## src/rtl/palette_pkg.sv

```systemverilog
// palette_pkg: types and width helpers shared by the palette bank and its scaler.
//   fade_state_e : brightness-fade controller states
//   wr_state_e   : table write controller states (INIT clears the table, then READY)
//   rgb_w()      : packed {R,G,B} entry width for a given channel width
//   bank_w()     : bank-select width, never narrower than one bit
package palette_pkg;

  typedef enum logic [1:0] {
    FADE_FULL  = 2'd0,
    FADE_OUT   = 2'd1,
    FADE_BLACK = 2'd2,
    FADE_IN    = 2'd3
  } fade_state_e;

  typedef enum logic {
    WR_INIT  = 1'b0,
    WR_READY = 1'b1
  } wr_state_e;

  function automatic int rgb_w(input int ch_w);
    return 3 * ch_w;
  endfunction

  function automatic int bank_w(input int num_banks);
    return (num_banks > 1) ? $clog2(num_banks) : 1;
  endfunction

endpackage

```

## src/rtl/palette_scaler.sv

```systemverilog
// palette_scaler: scales one colour channel by the fade level, y = (c * level) >> CH_W.
//   c     : channel value, CH_W bits
//   level : fade level 0..2**CH_W, CH_W+1 bits
//   y     : scaled channel; equals c exactly when level = 2**CH_W
module palette_scaler #(
  parameter int CH_W = 4
) (
  input  logic [CH_W-1:0] c,
  input  logic [CH_W:0]   level,
  output logic [CH_W-1:0] y
);

  logic [2*CH_W:0] prod_s;

  // Full-width product; the top bit is always 0 because c < 2**CH_W.
  assign prod_s = {{CH_W{1'b0}}, level} * {{(CH_W+1){1'b0}}, c};
  assign y      = CH_W'(prod_s >> CH_W);

endmodule

```

## src/rtl/palette_bank.sv

```systemverilog
// palette_bank: banked colour palette with a 3-stage lookup pipeline and a frame-based fade.
//   Clk, Reset_n                    : clock, asynchronous active-low reset
//   pix_valid/pix_bank/pix_index    : lookup request, one per cycle, result 3 edges later
//   out_valid/red/green/blue/transparent : scaled lookup result (held while out_valid = 0)
//   wr_valid/wr_ready/wr_bank/wr_index/wr_color : table write port, {R,G,B} colour
//   fade_start/fade_dir/frame_tick  : fade control (dir 0 = to black, 1 = from black)
//   fade_busy/fade_level            : fade status, level 0..2**CH_W
module palette_bank
  import palette_pkg::*;
#(
  parameter  int INDEX_W   = 4,
  parameter  int NUM_BANKS = 4,
  parameter  int CH_W      = 4,
  parameter  int TRANSP_EN = 1,
  localparam int BANK_W    = bank_w(NUM_BANKS),
  localparam int COLOR_W   = rgb_w(CH_W)
) (
  input  logic               Clk,
  input  logic               Reset_n,
  input  logic               pix_valid,
  input  logic [BANK_W-1:0]  pix_bank,
  input  logic [INDEX_W-1:0] pix_index,
  output logic               out_valid,
  output logic [CH_W-1:0]    red,
  output logic [CH_W-1:0]    green,
  output logic [CH_W-1:0]    blue,
  output logic               transparent,
  input  logic               wr_valid,
  output logic               wr_ready,
  input  logic [BANK_W-1:0]  wr_bank,
  input  logic [INDEX_W-1:0] wr_index,
  input  logic [COLOR_W-1:0] wr_color,
  input  logic               fade_start,
  input  logic               fade_dir,
  input  logic               frame_tick,
  output logic               fade_busy,
  output logic [CH_W:0]      fade_level
);

  localparam int ADDR_W = BANK_W + INDEX_W;
  localparam int DEPTH  = NUM_BANKS * (2 ** INDEX_W);
  localparam logic [ADDR_W-1:0] LAST_ADDR     = ADDR_W'(DEPTH - 1);
  localparam logic [ADDR_W-1:0] ADDR_ONE      = {{(ADDR_W-1){1'b0}}, 1'b1};
  localparam logic [CH_W:0]     LEVEL_MAX     = {1'b1, {CH_W{1'b0}}};
  localparam logic [CH_W:0]     LEVEL_ZERO    = {(CH_W+1){1'b0}};
  localparam logic [CH_W:0]     LEVEL_ONE     = {{CH_W{1'b0}}, 1'b1};
  localparam logic [CH_W:0]     LEVEL_PRE_MAX = {1'b0, {CH_W{1'b1}}};

  typedef struct packed {
    logic [CH_W-1:0] r;
    logic [CH_W-1:0] g;
    logic [CH_W-1:0] b;
  } rgb_t;

  rgb_t              mem_r [DEPTH];
  rgb_t              rd_data_r;
  wr_state_e         wr_state_r, wr_state_s;
  logic [ADDR_W-1:0] init_addr_r, init_addr_s;
  fade_state_e       fade_state_r, fade_state_s;
  logic [CH_W:0]     fade_level_s;
  logic [ADDR_W-1:0] wr_addr_s, pix_addr_s;
  logic              wr_commit_s;
  logic              v1_r, transp1_r, v2_r, transp2_r;
  logic [CH_W:0]     level1_r;
  logic [CH_W-1:0]   red_s, green_s, blue_s;
  logic [CH_W-1:0]   red2_r, green2_r, blue2_r;

  assign wr_addr_s   = {wr_bank, wr_index};
  assign pix_addr_s  = {pix_bank, pix_index};
  assign wr_commit_s = wr_valid && wr_ready && (wr_addr_s <= LAST_ADDR);

  // Write controller next state: walk the clear address up to the last entry, then READY.
  always_comb begin
    wr_state_s  = wr_state_r;
    init_addr_s = init_addr_r;
    case (wr_state_r)
      WR_INIT: begin
        if (init_addr_r == LAST_ADDR) begin
          wr_state_s = WR_READY;
        end else begin
          init_addr_s = init_addr_r + ADDR_ONE;
        end
      end
      WR_READY: begin
        wr_state_s = WR_READY;
      end
      default: begin
        wr_state_s  = WR_INIT;
        init_addr_s = {ADDR_W{1'b0}};
      end
    endcase
  end

  // Write controller state, clear address and registered wr_ready.
  always_ff @(posedge Clk or negedge Reset_n) begin
    if (!Reset_n) begin
      wr_state_r  <= WR_INIT;
      init_addr_r <= {ADDR_W{1'b0}};
      wr_ready    <= 1'b0;
    end else begin
      wr_state_r  <= wr_state_s;
      init_addr_r <= init_addr_s;
      wr_ready    <= (wr_state_s == WR_READY);
    end
  end

  // Table storage: the read samples the pre-write contents, giving read-before-write.
  always_ff @(posedge Clk) begin
    if (wr_state_r == WR_INIT) begin
      mem_r[init_addr_r] <= {COLOR_W{1'b0}};
    end else if (wr_commit_s) begin
      mem_r[wr_addr_s] <= rgb_t'(wr_color);
    end
    rd_data_r <= (pix_addr_s <= LAST_ADDR) ? mem_r[pix_addr_s] : {COLOR_W{1'b0}};
  end

  // Fade next state: ticks move the level one step; a start only acts when idle.
  always_comb begin
    fade_state_s = fade_state_r;
    fade_level_s = fade_level;
    case (fade_state_r)
      FADE_FULL, FADE_BLACK: begin
        if (fade_start) begin
          fade_state_s = fade_dir ? FADE_IN : FADE_OUT;
        end else begin
          fade_state_s = fade_state_r;
        end
      end
      FADE_OUT: begin
        if (!frame_tick) begin
          fade_state_s = FADE_OUT;
        end else if (fade_level == LEVEL_ZERO) begin
          fade_state_s = FADE_BLACK;
        end else begin
          fade_level_s = fade_level - LEVEL_ONE;
          fade_state_s = (fade_level == LEVEL_ONE) ? FADE_BLACK : FADE_OUT;
        end
      end
      FADE_IN: begin
        if (!frame_tick) begin
          fade_state_s = FADE_IN;
        end else if (fade_level == LEVEL_MAX) begin
          fade_state_s = FADE_FULL;
        end else begin
          fade_level_s = fade_level + LEVEL_ONE;
          fade_state_s = (fade_level == LEVEL_PRE_MAX) ? FADE_FULL : FADE_IN;
        end
      end
      default: begin
        fade_state_s = FADE_FULL;
        fade_level_s = LEVEL_MAX;
      end
    endcase
  end

  // Fade state, level and registered busy flag.
  always_ff @(posedge Clk or negedge Reset_n) begin
    if (!Reset_n) begin
      fade_state_r <= FADE_FULL;
      fade_level   <= LEVEL_MAX;
      fade_busy    <= 1'b0;
    end else begin
      fade_state_r <= fade_state_s;
      fade_level   <= fade_level_s;
      fade_busy    <= (fade_state_s == FADE_OUT) || (fade_state_s == FADE_IN);
    end
  end

  // Stage 1: request valid, transparency and fade level captured with the table read.
  always_ff @(posedge Clk or negedge Reset_n) begin
    if (!Reset_n) begin
      v1_r      <= 1'b0;
      transp1_r <= 1'b0;
      level1_r  <= LEVEL_MAX;
    end else begin
      v1_r      <= pix_valid;
      transp1_r <= (TRANSP_EN != 0) && (pix_index == {INDEX_W{1'b0}});
      level1_r  <= fade_level;
    end
  end

  palette_scaler #(.CH_W(CH_W)) u_scale_r (.c(rd_data_r.r), .level(level1_r), .y(red_s));
  palette_scaler #(.CH_W(CH_W)) u_scale_g (.c(rd_data_r.g), .level(level1_r), .y(green_s));
  palette_scaler #(.CH_W(CH_W)) u_scale_b (.c(rd_data_r.b), .level(level1_r), .y(blue_s));

  // Stage 2: scaled colour registered.
  always_ff @(posedge Clk or negedge Reset_n) begin
    if (!Reset_n) begin
      v2_r      <= 1'b0;
      transp2_r <= 1'b0;
      red2_r    <= {CH_W{1'b0}};
      green2_r  <= {CH_W{1'b0}};
      blue2_r   <= {CH_W{1'b0}};
    end else begin
      v2_r      <= v1_r;
      transp2_r <= transp1_r;
      red2_r    <= red_s;
      green2_r  <= green_s;
      blue2_r   <= blue_s;
    end
  end

  // Stage 3: outputs update only with a valid result, otherwise they hold.
  always_ff @(posedge Clk or negedge Reset_n) begin
    if (!Reset_n) begin
      out_valid   <= 1'b0;
      red         <= {CH_W{1'b0}};
      green       <= {CH_W{1'b0}};
      blue        <= {CH_W{1'b0}};
      transparent <= 1'b0;
    end else begin
      out_valid <= v2_r;
      if (v2_r) begin
        red         <= red2_r;
        green       <= green2_r;
        blue        <= blue2_r;
        transparent <= transp2_r;
      end
    end
  end

endmodule

```

## config.mk

```make
export PLATFORM = sky130hd
export DESIGN_NAME = palette_bank
export DESIGN_NICKNAME = d
export VERILOG_FILES = /design/src/rtl/palette_pkg.sv /design/src/rtl/palette_scaler.sv /design/src/rtl/palette_bank.sv
export SDC_FILE = /design/constraint.sdc
export NUM_CORES = 1
export LEC_CHECK = 0
export CAP_MARGIN = 20
export CORE_UTILIZATION = 56
export CTS_CLUSTER_SIZE = 40
export DETAILED_ROUTE_END_ITERATION = 6
export MAX_ROUTING_LAYER = met4
export PLACE_DENSITY = 0.83
export SLEW_MARGIN = 40
export SYNTH_ARGS = -nofsm -noshare
export SYNTH_HDL_FRONTEND = slang
export SYNTH_SLANG_ARGS = --single-unit
```

## constraint.sdc

```tcl
create_clock -name Clk -period 3.22 [get_ports Clk]
set_input_delay 0.483 -clock Clk [delete_from_list [all_inputs] [get_ports Clk]]
set_output_delay 0.483 -clock Clk [all_outputs]
set_load 0.03 [all_outputs]
```

# Yosys cells after proc, flatten, opt, wreduce, memory -nomap -nowiden
# Memories as Yosys holds them, arrays and structs flattened. A register that Yosys moved wholly into a read port is not among the register bits.
# Cells that the tools add are included.
[classes]
add_sub_neg = 3
mul = 3
order_cmp = 2
eq_ne = 13
mux = 23
bitwise = 2
reduce_logical = 12
[ops]
columns = ["cell", "n"]
rows = [
  ["$mul A5 B4 Y8", 3],
  ["$mux W5", 4],
  ["$mux W2", 8],
  ["$le A6 B6 Y1 const B", 2],
  ["$mux W12", 1],
  ["$reduce_or A12 Y1", 1],
  ["$pmux W5 S2", 1],
  ["$ne A2 B2 Y1 const B", 4],
  ["$add A6 B1 Y6 const B", 1],
  ["$eq A2 B2 Y1 const B", 3],
  ["$eq A6 B6 Y1 const B", 1],
  ["$mux W1", 6],
  ["$mux W6", 1],
  ["$pmux W2 S3", 1],
  ["$add A5 B1 Y5 const B", 1],
  ["$eq A5 B1 Y1 const B", 1],
  ["$eq A5 B4 Y1 const B", 1],
  ["$eq A5 B5 Y1 const B", 1],
  ["$logic_not A5 Y1", 1],
  ["$reduce_and A5 Y1", 1],
  ["$sub A5 B1 Y5 const B", 1],
  ["$eq A2 B1 Y1 const B", 2],
  ["$logic_not A4 Y1", 1],
  ["$logic_and A1 B1 Y1", 2],
  ["8 further kinds", 9],
]
[word_totals]
reg_bits = 50
ramBits = 768
inputBits = 31
output_inout_bits = 21
elab_cells = 77
memories = 1
[memory_table]
columns = ["memory", "depth", "width", "rd", "rd_ports_with_merged_regs", "wr", "line", "rtl"]
rows = [
  ["mem_r", 64, 12, 1, 1, 1, "palette_bank.sv:55", "rgb_t mem_r [DEPTH];"],
]

# Longest topological paths before layout
[logic_depth]
ltp_word = 7
ltp_mapped = 11
ltp_nobuf = 10

# Hierarchy
# Synthesis repeated with hierarchy kept, for this count alone.
[hier_totals]
cells_unflattened = 1742
hier_area_um2 = 33465.8
[modules_own_cells]
columns = ["module", "n_inst", "cells_per_inst", "area_per_inst_um2", "seq_area_each_um2"]
rows = [
  ["palette_bank", 1, 1576, 32062.0, 24556.1],
  ["palette_scaler at u_scale_b ...", 2, 55, 470.5, 0.0],
  ["palette_scaler at u_scale_r", 1, 56, 462.9, 0.0],
]

# Worst setup path before layout
# No wires, ideal clock.
[synth_path]
path_kind = "flip-flop to flip-flop"
start = "register level1_r[2]"
end = "register blue2_r[3]"
setup_time_ns = 0.087
t_arrival_ns = 2.914
t_required_ns = 3.133
path_slack_ns = 0.219
path_stages_with_launch = 12
path_buffers = 1
period_less_slack_ns = 3.001
cell_sequence = "dfrtp_1 > clkbuf_1 > nand2_1 > fa_1 > inv_1 > fa_1 > ha_1 > and4_1 > a21oi_1 > o21bai_1 > a2111o_1 > o211ai_1"
[synth_via]
elab_chain_len = 1
[synth_rtl]
columns = ["element", "line", "rtl"]
rows = [
  ["from (decl)", "palette_bank.sv:64", "logic [CH_W:0] level1_r;"],
  ["from (signal assigned)", "palette_bank.sv:178", "level1_r <= fade_level;"],
  ["$mul A5 B4 Y8", "palette_scaler.sv:16", "assign prod_s = {{CH_W{1'b0}}, level} * {{(CH_W+1){1'b0}}, c};"],
  ["net blue_s[3]", "palette_bank.sv:65", "logic [CH_W-1:0] red_s, green_s, blue_s;"],
  ["to (signal assigned)", "palette_bank.sv:193", "blue2_r <= {CH_W{1'b0}};"],
  ["to (signal assigned)", "palette_bank.sv:199", "blue2_r <= blue_s;"],
  ["to (decl)", "palette_bank.sv:66", "logic [CH_W-1:0] red2_r, green2_r, blue2_r;"],
]
# The timed path passes the listed nets, and every way through them passes these cells.
# A chain may end at the register's enable or synchronous reset.

# Worst setup path in the final report
[layout_path]
start = "register rd_data_r[10] (netlist name)"
end = "register red2_r[3]"
[layout_via]
elab_chain_len = 1
[layout_rtl]
columns = ["element", "line", "rtl"]
rows = [
  ["$mul A5 B4 Y8", "palette_scaler.sv:16", ""],
  ["net red_s[3]", "palette_bank.sv:65", ""],
  ["to (signal assigned)", "palette_bank.sv:191", "red2_r <= {CH_W{1'b0}};"],
  ["to (signal assigned)", "palette_bank.sv:197", "red2_r <= red_s;"],
  ["to (decl)", "palette_bank.sv:66", ""],
]
# The timed path passes the listed nets, and every way through them passes these cells.

==> results.md <==
Yosys:
- The cell count after synthesis came out at 1730.
- During synthesis, Yosys emitted a total of 0 warnings.
- The cell area after synthesis is 33300 um2.
- Yosys attributes the largest share of cell area to sky130_fd_sc_hd__edfxtp_1 (69%), sky130_fd_sc_hd__mux4_2 (11%), sky130_fd_sc_hd__dfrtp_1 (3.6%).
- The share of the Yosys chip area taken by registers is 73.6%.
- The top-area cell type share of the netlist area is 69.2%.
- The most instantiated flip-flop cell in the synthesis netlist is sky130_fd_sc_hd__edfxtp_1.
- The basic-gate share of the synthesized area counting and, or, nand and nor cells is 4.20%.
- The most area-hungry cell type in the Yosys netlist is sky130_fd_sc_hd__edfxtp_1.
- Counting flops with an async set or reset pin after synthesis yields a share of 6.02%.
- The adder and majority cell fraction of the synthesized area is under 10%.
- Multiplexer cells account for 14.0% of the synthesized area.
- The largest family of logic cells by synthesized area is multiplexers.
- Each instance of the synthesized netlist takes up on average 19.3 um2.
- The synthesis-stage register bit count is 830.
- Summing the areas of all xor and xnor instances in the mapped netlist gives 0.683% of the synthesized area.
- Synthesis produced a netlist with a net count of 1808.
- The synthesized netlist devotes roughly 3.8% of its cell area to compound gates.
- The number of library cell types mapped by synthesis is 53.
- The number of enable flip-flop cells after synthesis is 768.

Setup path:
- The number of buffer and inverter instances along the worst setup path is 1.
- Counting buffers and inverters, the worst setup path is 10 cells deep.
- Among cell families on the critical path, the largest total delay comes from adder cells.
- The largest single stage delay on the critical path is between 0.5 and 0.6 ns.
- Counting cells, the worst reg-to-reg path comes to 10.
- The worst setup path is of the reg2reg kind.
- The reg-to-reg critical path endpoint is red2_r[3]$_DFF_PN0_.
- The cell type with the highest occurrence count on the critical path is sky130_fd_sc_hd__fa_1.
- The nature of the critical path endpoint is a register.
- Traced cell by cell, the critical path runs through nand2_1 -> fa_1 -> inv_1 -> fa_1 -> ha_1 -> and4_1 -> a21oi_1 -> o21bai_1 -> a2111o_1 -> o211ai_1.
- The arrival time at the worst endpoint is around 3.6 ns.
- The data required time of the critical path is 3.75 ns.
- The worst register-to-register path begins at rd_data_r[10]$_SDFF_PN0_.
- The start point of the critical path is rd_data_r[10]$_SDFF_PN0_.
- For this design, the slowest cell found on the critical path is sky130_fd_sc_hd__fa_1.
- The critical path endpoint is red2_r[3]$_DFF_PN0_.
- Across all register-to-register paths, the minimum setup slack is 0.14 ns.
- The sort of element at the start of the critical path is a register.
- Along the worst path, the maximum fanout reaches 5.

Layout:
- In the final layout, flip-flops and latches occupy 24600 um2.
- The area added between synthesis and finish is 14.3%.
- The number of fill cells in the layout is ~3600.
- The total area of multi-input combinational cells is 8290 um2.
- At the end of the flow, the number of nets in the layout was approximately 2000.
- Of the cells placed in the final design, the portion with a size suffix greater than 1 is 25.8%.

Drt:
- The routed length per placed instance is 27.9 um.
- In this run the remaining antenna-violating nets after routing total 0.
- After the first detailed-routing iteration, the DRC count stood at 2209.
- The first detailed-routing pass ran for 7 iterations.
- Across all layers, the routed design uses 17733 vias.
- The remaining design rule violation count is 2.
- The routed via count divided by cell count is about 6.5.
- The final wirelength is approximately 77000 um.

Global route:
- The number of global-route vias before repair is 17738.
- Summed over all layers, the global routing overflow is 0.
- The global router's overall resource usage is a little over a quarter.
- In the global route stage, met1 resource usage came out at 35.6%.
- The largest net degree at the start of global routing is 65.
- The met2 routing resource usage after global routing is 42.3%.
- After global routing, the most crowded layer is met2.
- The first-pass GRT wire length is 114000 um.
- The number of antenna violations at the first check in global routing is 3.
- The met3 usage is 4.98%.

Power:
- Power spread over the standard cell area amounts to 647 nW/um2.
- Cell internal power was estimated by the tool at between 15 and 20 mW.
- The proportion of total power due to net switching is 24.7%.
- Across the VDD grid, the largest voltage drop is approximately 0.00073 V.
- The power share of the clock group is 36.6%.
- The static leakage is 10.7 nW.
- The combinational share of power is between 10% and 20%.
- Sequential cells burn 49.5% of the power.
- The analysis attributes to net switching a power of around 6.1 mW.

Floorplanning:
- The overall die width is 246 um.
- The initial core utilization is 56.6%.
- The area inside the core boundary is 58900 um2.
- The floorplan step defined a die boundary enclosing about 61000 um2.
- From bottom edge to top edge, the die measures around 250 um.
- The row count is 89.
- The boundary pin count is between 50 and 60.

Timing:
- The number of max-slew violations in the final report is 0.
- The portion of the clock cycle consumed by the worst path in the final layout is 95.6%.
- Between clock sinks in the finished design, the worst skew comes to 0.0242 ns.
- Setup violations remaining at the end of the flow were counted as 0.
- The worst hold slack is 0.314 ns.
- The final period demand of the worst path is 3.08 ns.
- After routing, the total negative slack on setup checks comes to 0 ns.
- At the pin with the least slew margin, the transition time is 0.839 ns.
- The number of hold violations in the final report is 0.
- In this run the tightest slew margin relative to its limit is 44.1%.
- Based on the critical path, the design can be clocked at up to 325 MHz.

Place:
- The global placement routability congestion is 0.908.
- The HPWL after detailed placement is 47400 um.
- The count of buffers added on input and output ports is 51.

Clock network:
- The clock reaches the later pin of the worst-skew pair after around 0.63 ns.
- The clock net in this run drives a total of 830 sinks.
- The CTS tree is built.
- The number of H-tree branching levels is 3.
- Buffers inserted during clock tree synthesis total 80.
- The clock-pin slew on the worst setup and hold paths is 0.06 ns.
- The master cell of the clock root buffer is sky130_fd_sc_hd__clkbuf_16.
- The maximum root-to-sink buffer count is 3.

Flow run:
- The count of maximum capacitance violations is 0.

Outcome:
- The final reports fail on design-rule violations.
- The run finished, with violations left.

Worst hold path:
- The startpoint identified for the worst hold timing path is pix_valid.
- The type of the tightest min-delay check is in2reg.
kinds of logic after synthesis:
logic type / Yosys count
XOR/XNOR: 26
multiplexers: 254
AND/OR/NAND/NOR: 281
flip-flops: 830
AO/OA/AOI/OAI: 180
adder cells (fa/ha/maj): 47
buffers and inverters: 112
per-layer routing:
metal | share of wire (%) | routed length, um | vias up
met2 | 49 | 37500 | 1109
met3 | 9.7 | 7450 | 187
met4 | 3.8 | 2920 | 0
met1 | 38 | 28800 | 9094
met5 | 0 | 0 | -
li1 | - | - | 7343
per-stage QoR:
stage	setup WS [ns]	area [um2]	util, %	instances	total power [mW]
6_report	0.140	38100	64.7	2748	24.6
5_1_grt	-0.00000222	38100	64.7	2748	25.6
4_1_cts	0.0105	38100	64.6	2744	24.7
3_5_place_dp	0.0214	35600	60.4	2595	15.8
3_3_place_gp	0.116	35600	60.4	2595	15.7
2_1_floorplan	0.219	33300	-	1730	14.9
sequential cells by signal (all words and copies together), names as in the netlist:
name,cells
red,4
fade_state_r,2
wr_state_r,1
fade_busy,1
green,4
transp1_r,1
v2_r,1
level1_r,5
rd_data_r,12
green2_r,4
fade_level,5
mem_r,768
out_valid,1
blue2_r,4
blue,4
v1_r,1
init_addr_r,6
transp2_r,1
red2_r,4
transparent,1
power groups by stage:
stage / Sequential [mW] / Clock (mW) / Combinational (mW)
after floorplan: 12.5 / 0 / 2.42
after global placement: 12.4 / 0 / 3.32
after detailed placement: 12.4 / 0 / 3.41
after CTS: 12.2 / 9.09 / 3.45
after global routing: 12.2 / 9.47 / 3.91
final: 12.2 / 9.02 / 3.43
area by class of cell:
| class | count | area share, % |
|---|---|---|
| Inverter | 23 | 0.227 |
| Timing Repair Buffer | 184 | 4.46 |
| Clock inverter | 40 | 0.959 |
| Clock buffer | 108 | 5.59 |
| Antenna cell | 2 | 0.0131 |
| Sequential cell | 830 | 64.5 |
| Tap cell | 773 | 2.54 |
| Multi-Input combinational cell | 788 | 21.8 |
synth_stat cells (4+ instances only):
master and instances:
sky130_fd_sc_hd__mux4_2 163, sky130_fd_sc_hd__o2bb2ai_1 11, sky130_fd_sc_hd__nand2_1 59, sky130_fd_sc_hd__mux2i_1 14, sky130_fd_sc_hd__nor2b_1 24, sky130_fd_sc_hd__a21oi_1 22, sky130_fd_sc_hd__o41ai_1 12, sky130_fd_sc_hd__clkbuf_1 41
sky130_fd_sc_hd__o221ai_1 4, sky130_fd_sc_hd__xnor2_1 21, sky130_fd_sc_hd__nor2_1 83, sky130_fd_sc_hd__a211oi_1 22, sky130_fd_sc_hd__nand3b_1 4, sky130_fd_sc_hd__a22oi_1 22, sky130_fd_sc_hd__xor2_1 5, sky130_fd_sc_hd__buf_2 23
sky130_fd_sc_hd__or3_1 19, sky130_fd_sc_hd__nand4_1 4, sky130_fd_sc_hd__ha_1 32, sky130_fd_sc_hd__o21ai_0 26, sky130_fd_sc_hd__nor3_1 15, sky130_fd_sc_hd__buf_1 11, sky130_fd_sc_hd__dfrtp_1 48, sky130_fd_sc_hd__buf_4 10
sky130_fd_sc_hd__and3_1 15, sky130_fd_sc_hd__mux2_2 77, sky130_fd_sc_hd__nand3_1 4, sky130_fd_sc_hd__o22ai_1 29, sky130_fd_sc_hd__o211ai_1 5, sky130_fd_sc_hd__and2_1 33, sky130_fd_sc_hd__fa_1 15, sky130_fd_sc_hd__nand2b_1 12
sky130_fd_sc_hd__a22o_1 8, sky130_fd_sc_hd__dfxtp_1 12, sky130_fd_sc_hd__edfxtp_1 768, sky130_fd_sc_hd__a221oi_1 4, sky130_fd_sc_hd__inv_1 22
layout by cell type (no fill, tap or decap), types with 5 or more instances in the layout:
master,netlist,final
sky130_fd_sc_hd__a211oi_1,22,22
sky130_fd_sc_hd__a21oi_1,22,22
sky130_fd_sc_hd__a22o_1,8,8
sky130_fd_sc_hd__a22oi_1,22,22
sky130_fd_sc_hd__and2_1,33,33
sky130_fd_sc_hd__and3_2,0,12
sky130_fd_sc_hd__buf_12,0,15
sky130_fd_sc_hd__buf_4,10,117
sky130_fd_sc_hd__clkbuf_1,41,27
sky130_fd_sc_hd__clkbuf_16,0,81
sky130_fd_sc_hd__clkdlybuf4s50_1,0,47
sky130_fd_sc_hd__clkinv_1,1,10
sky130_fd_sc_hd__clkinv_2,0,13
sky130_fd_sc_hd__dfrtp_1,48,46
sky130_fd_sc_hd__dfxtp_1,12,12
sky130_fd_sc_hd__edfxtp_1,768,768
sky130_fd_sc_hd__fa_1,15,15
sky130_fd_sc_hd__ha_1,32,32
sky130_fd_sc_hd__inv_1,22,22
sky130_fd_sc_hd__inv_6,0,6
sky130_fd_sc_hd__mux2_2,77,77
sky130_fd_sc_hd__mux2i_1,14,14
sky130_fd_sc_hd__mux4_2,163,163
sky130_fd_sc_hd__nand2_1,59,59
sky130_fd_sc_hd__nand2b_1,12,12
sky130_fd_sc_hd__nor2_1,83,83
sky130_fd_sc_hd__nor2b_1,24,24
sky130_fd_sc_hd__nor3_1,15,15
sky130_fd_sc_hd__o211ai_1,5,5
sky130_fd_sc_hd__o21ai_0,26,26
sky130_fd_sc_hd__o22ai_1,29,29
sky130_fd_sc_hd__o2bb2ai_1,11,11
sky130_fd_sc_hd__o41ai_1,12,12
sky130_fd_sc_hd__or3_1,19,19
sky130_fd_sc_hd__xnor2_1,21,21
sky130_fd_sc_hd__xor2_1,5,5
worst min path at each step:
stage                      endpoint  slack [ns]  depth (start not counted)
3_5_place_dp    transp2_r$_DFF_PN0_        0.34                          0
6_report             v1_r$_DFF_PN0_        0.31                          1
5_1_grt              v1_r$_DFF_PN0_        0.29                          1
3_3_place_gp    transp2_r$_DFF_PN0_        0.34                          0
2_1_floorplan  blue2_r[0]$_DFF_PN0_        0.19                          0
4_1_cts         transp1_r$_DFF_PN0_        0.28                          2
timing repair:
| action | in CTS | in global routing |
|---|---|---|
| endpoints found under the hold margin | 18 | 0 |
| gates resized for setup | 0 | 2 |
| setup endpoints to repair | 0 | 6 |
| hold buffers | 1 | 0 |
| buffers inserted | 0 | 2 |
Note: power is estimated with default switching activity, not from simulation.
==> variant 1, RTL diff (config.mk and constraints unchanged) <==
Set the parameter `INDEX_W` to 3 (it was 4).
--- a/src/rtl/palette_bank.sv
+++ b/src/rtl/palette_bank.sv
@@ -8,7 +8,7 @@
 module palette_bank
   import palette_pkg::*;
 #(
-  parameter  int INDEX_W   = 4,
+  parameter  int INDEX_W   = 3,
   parameter  int NUM_BANKS = 4,
   parameter  int CH_W      = 4,
   parameter  int TRANSP_EN = 1,
Interface: changed (resized pix_index and wr_index); port bits go from 52 to 50. No check against the original RTL was run, so the function may have changed too.
==> variant 1 against the unedited design <==
- worst setup slack improved by 200 ps
- global-route usage fell by 3.2 points
- total power fell by 45%
- sequential cell count fell by 385
- area after synthesis fell by 45%
- clock skew rose by 1.4 ps
- cell area fell by 45%
- clock power fell by 47%
- non-clock buffer count fell by 71
- routed wire length fell by 52%
- utilization rose by 0.21 points
==> variant 1: results (changes against the unedited design) <==
[clock_network]
cts_hold_buffers = 1  ; unchanged
numCtsBuffers = 45  ; -44%
cts_resized = 0  ; unchanged
cts-root-buf = clkbuf_16
htreeDepth = 2  ; -1
clk_latency_ps = 550  ; -80 ps
clk_pin_slew_ps = 60  ; about the same

[worst_hold_path]
hold_end = transp2_r
holdCritStartpoint = transp1_r
whs_path_depth = 0  ; -1
hold_path_class = flop to flop

[routing]
routedWlPerCell_microns = 22.3  ; -20%
first_iter_violations = 942  ; -57%
vias = 9855  ; -44%
firstDrtPassIters = 5  ; -2

[logic_synthesis]
ys_seq_area_share_pct = 70.4  ; -3.2 points
synth.distinct_cells = 56  ; +5.7%
ys_async_sr_fraction_pct = 11.0  ; +5.0 points
yosys-top-cells-area = edfxtp_1, dfrtp_1, mux4_2, mux2i_1, ha_1
yosysWarnings = 0  ; unchanged
synth_edf_count = 384  ; -50%
yosys-top-cells-count = edfxtp_1, mux2i_1, nand2_1
syn_nets = 1153  ; -36%

[global_routing]
grt_max_degree = 64  ; -1.5%
grt_pass1_vias = 9983  ; -44%
grt_pass1_wl_mm = 57.4  ; -50%
grt_usage_pct = 23.7  ; -3.2 points
antenna_found_initial = 1  ; -2

[sta]
holdWs_ps = 359  ; +44.8 ps
slew_headroom_pct = 49.2  ; +5.1 points
hold_viol = 0  ; unchanged
fin_skew_ps = 25.6  ; +1.41 ps

[placement]
post-dp-hpwl_mm = 22.8  ; -52%
gp_congestion = 0.868  ; -4.3%
portBuffers = 49  ; -3.9%

[finish]
reg_top3 = mem_r (384), rd_data_r (12)
diodes = 0  ; -2
drive_gt1_share_pct = 16.4  ; -9.5 points
nets = 1263  ; -36%
n_fill_cell = 2100  ; -42%

[pwr]
cellLeakagePower_nw = 8.04  ; -25%
ir_worst_vdd_mv = 0.467  ; -36%
switching_power_w = 0.00343  ; -44%

[critical_path]
cp_slowest_stage_delay_ps = 540  ; +20 ps
rrSetupSlack_ps = 340  ; +200 ps
r2r-end = blue2_r[3]
r2r_start = level1_r[2]
crit_family = adder cells
cp_max_fo = 12  ; +7

[outcome]
outcome = finished clean

## variant 1: power groups by stage
stage / Clock, W / Sequential, W / Combinational [W]
after CTS: 0.00489 / 0.00680 / 0.00201
final: 0.00482 / 0.00680 / 0.00199
after floorplan: 0 / 0.00701 / 0.00124
after global routing: 0.00513 / 0.00684 / 0.00221
after detailed placement: 0 / 0.00692 / 0.00198
after global placement: 0 / 0.00690 / 0.00192
## variant 1: layer usage
metal	share of wire, %	track usage [%]
met1	40	31.8
met2	48	36.7
met3	8.2	4.08
met4	3.2	8.73
met5	0	-
## variant 1: cell type report
cell class / count / area, sq um / share of cell area, %
well taps: 442 / 553 / 2.63
flip-flops and latches: 445 / 13000 / 61.7
inverters: 20 / 75.1 / 0.357
repair buffers: 113 / 995 / 4.72
clock inverters: 19 / 159 / 0.755
multi-input cells: 561 / 5050 / 24.0
clock buffers: 64 / 1230 / 5.83
## variant 1: logic make-up (layout without fill, tap and decap cells)
logic type / after synthesis / in the layout / synth area share (%)
simple gates: 208 / 208 / 5.56
fa+ha+maj: 48 / 48 / 3.86
compound gates: 132 / 132 / 5.17
flops: 445 / 445 / 70.4
xor+xnor: 24 / 24 / 1.14
mux: 149 / 149 / 11.5
buf+inv: 70 / 216 / 2.31
## variant 1: worst register-to-register path, delay by kind of cell (launching register included)
| family | cells | cell delay [ps] |
|---|---|---|
| and+or+nand+nor | 2 | 260 |
| adders and majority gates | 3 | 1260 |
| buffers and inverters | 1 | 50 |
| DFF | 1 | 510 |
| xor gates and xnor gates | 1 | 120 |
| AOI/OAI and AO/OA | 3 | 560 |
## variant 1: worst max-delay path by stage
stage                start     endpoint  slack [ps]  cells after the start
3_5_place_dp   level1_r[2]   blue2_r[3]         330                     10
4_1_cts        level1_r[2]   blue2_r[3]         350                     10
2_1_floorplan  level1_r[2]    red2_r[3]         480                     11
6_report       level1_r[2]   blue2_r[3]         340                     10
3_3_place_gp   level1_r[3]  green2_r[3]         400                     10
5_1_grt        level1_r[2]    red2_r[3]         150                     10
## variant 1: through the flow
stage | cell area, sq um | power [W] | setup WS [ps] | instances | utilization, %
after floorplan | 18500 | 0.00825 | 479 | 1076 | -
after global placement | 19600 | 0.00882 | 403 | 1580 | 60.5
after detailed placement | 19700 | 0.00891 | 330 | 1580 | 60.6
after CTS | 21100 | 0.0137 | 346 | 1664 | 64.9
after global routing | 21100 | 0.0142 | 149 | 1664 | 64.9
final | 21100 | 0.0136 | 337 | 1664 | 64.9
==> variant 2, RTL diff (config.mk and constraints unchanged) <==
Without the edit above. The 4 states of `fade_state_e` get a one-hot encoding in 4 bits.
--- a/src/rtl/palette_pkg.sv
+++ b/src/rtl/palette_pkg.sv
@@ -5,11 +5,11 @@
 //   bank_w()     : bank-select width, never narrower than one bit
 package palette_pkg;
 
-  typedef enum logic [1:0] {
-    FADE_FULL  = 2'd0,
-    FADE_OUT   = 2'd1,
-    FADE_BLACK = 2'd2,
-    FADE_IN    = 2'd3
+  typedef enum logic [3:0] {
+    FADE_FULL  = 4'b0001,
+    FADE_OUT   = 4'b0010,
+    FADE_BLACK = 4'b0100,
+    FADE_IN    = 4'b1000
   } fade_state_e;
 
   typedef enum logic {
Formal check against the unedited RTL: same outputs for any inputs over 4 cycles, from zero or initial values and one cycle with Reset_n low; so few cycles prove little.
==> variant 2 against the unedited design <==
- the flow still finishes with violations (DRC)
- die area increased by 1.0%
- worst hold slack hardly changed
- routed wire length increased by 4.8%
- count of clock-buffer cells in the layout is 5 lower
- total power shrank 1.6%
- combinational power shrank 28%
- sequential power is essentially flat
- sequential cell count up 2
- worst setup slack better by 12 ps
- area after synthesis is 1.0% higher
- via count up 1.7%
- cell count increased by 2.1%
- cell area is 1.9% higher
- critical endpoint is now blue2_r[3]
- largest cell class unchanged
==> variant 2: results (changes against the unedited design) <==
[outcome]
outcome = finished with violations
violations = DRC

[clock_network]
htreeDepth = 3  ; unchanged
cts_setup_buffers = 0  ; unchanged
numCtsBuffers = 82  ; +2.5%
cts_resized = 0  ; unchanged
clk_pin_slew_ps = 60  ; about the same
cts-root-buf = clkbuf_16
clock_path_buffers = 3  ; unchanged

[logic_synthesis]
yosys-top-cells-area = edfxtp_1, mux4_2, dfrtp_1, mux2_2, ha_1
syn_nets = 1848  ; +2.2%
synth.distinct_cells = 64  ; +21%
synth_compound_area_share_pct = 4.22  ; +0.42 points
yosysWarnings = 0  ; unchanged
synth_area_per_cell_sq_um = 19.0  ; -1.2%
yosys-top-cells-count = edfxtp_1, mux4_2, mux2_2
yosys.area_share.adder_pct = 2.08  ; -0.022 points
synthMuxAreaShare_pct = 14.0  ; about the same
ys_async_sr_fraction_pct = 6.25  ; +0.23 points
ys_seq_area_share_pct = 73.0  ; -0.61 points
synth-xor-area-share_pct = 0.546  ; -0.14 points

[placement]
gp_congestion = 1.01  ; +11%
place_ws_ps = 125  ; +103 ps
dpl_cell_area_sq_um = 36100  ; +1.4%
dp_cells = 2650  ; +2.1%
post-dp-hpwl_mm = 49.2  ; +3.8%
portBuffers = 51  ; unchanged

[finish]
nets = 2040  ; +2.8%
n_fill_cell = 3709  ; +2.0%
drive_gt1_share_pct = 27.0  ; +1.2 points
reg_top3 = mem_r (768), rd_data_r (12), init_addr_r (6)

[sta]
fin_skew_ps = 22.0  ; -2.16 ps
slew_headroom_pct = 47.6  ; +3.5 points
slew_viol_final = 0  ; unchanged

[pwr]
ir_worst_vdd_mv = 0.467  ; -36%
cellLeakagePower_nw = 11.0  ; +3.0%

[global_routing]
met2_usage_pct = 44.1  ; +1.8 points
grt_usage_pct = 27.9  ; +1.0 points
met1_usage_pct = 36.3  ; +0.69 points
antenna_found_initial = 4  ; +1
met3_usage_pct = 4.82  ; -0.16 points
grt_max_degree = 65  ; unchanged
grt_pass1_wl_mm = 119  ; +3.9%

[critical_path]
cp_max_fo = 5  ; unchanged
arrival_ps = 3610  ; about the same
crit_start = rd_data_r[1]
cp_slowest_stage_delay_ps = 540  ; +20 ps
crit_family = adder cells

[routing]
routed_wirelength_mm = 80.4  ; +4.8%
first_iter_violations = 2202  ; -0.32%
drc = 15  ; +13
vias = 18000  ; +1.7%
viasPerCell = 6.43  ; -0.43%
firstDrtPassIters = 7  ; unchanged

[worst_hold_path]
holdCritStartpoint = pix_valid

==> variant 2: final cells by class <==
type                            instances  area, sq um  share of cell area (%)
Antenna cell                            4         10.0                  0.0258
Clock buffer                          103         2260                    5.81
Clock inverter                         48          458                    1.18
Inverter                               23         86.3                   0.222
Multi-Input combinational cell        824         8550                    22.0
Sequential cell                       832        24600                    63.4
Tap cell                              773          967                    2.49
Timing Repair Buffer                  199         1890                    4.87
==> variant 2: where the power goes <==
| part | internal [W] | switching [W] | leakage [nW] |
|---|---|---|---|
| Combinational | 0.00114 | 0.00134 | 3.58 |
| Sequential | 0.0119 | 0.000263 | 6.08 |
| Clock | 0.00557 | 0.00405 | 1.33 |
| Total | 0.0186 | 0.00565 | 11.0 |
==> variant 2: worst reg2reg max path, cell delays in order, from the launching register on <==
cell and delay [ps]:
dfxtp_1 460, nand2_1 130, fa_1 540, inv_1 50, fa_1 440, ha_1 280
and4_1 190, a21oi_1 220, o21bai_1 150, a2111o_1 430, o211ai_1 90
==> variant 2: per-layer routing <==
metal / part of all wire [%] / routed length [microns]
met5: 0 / 0
met3: 9.4 / 7530
met4: 3.9 / 3170
met2: 49 / 39400
met1: 38 / 30300
==> variant 2: path summary, 6_finish.rpt <==
check                      slack (ps)          end  cells after the start
max                               150   blue2_r[3]                     10
min                               310         v1_r                      1
max reg2reg                       150   blue2_r[3]                     10
min reg2reg                       360         v2_r                      0
max in group asynchronous        2200  level1_r[4]                      3
min in group asynchronous         450  green2_r[1]                      2
==> variant 2: logic make-up (layout without fill, tap and decap cells) <==
kind of cell / after synthesis / in the layout
compound gates: 203 / 203
xor+xnor: 21 / 21
fa+ha+maj: 47 / 47
buf+inv: 114 / 373
flops: 832 / 832
mux: 261 / 261
other cells: 0 / 4
simple gates: 292 / 292
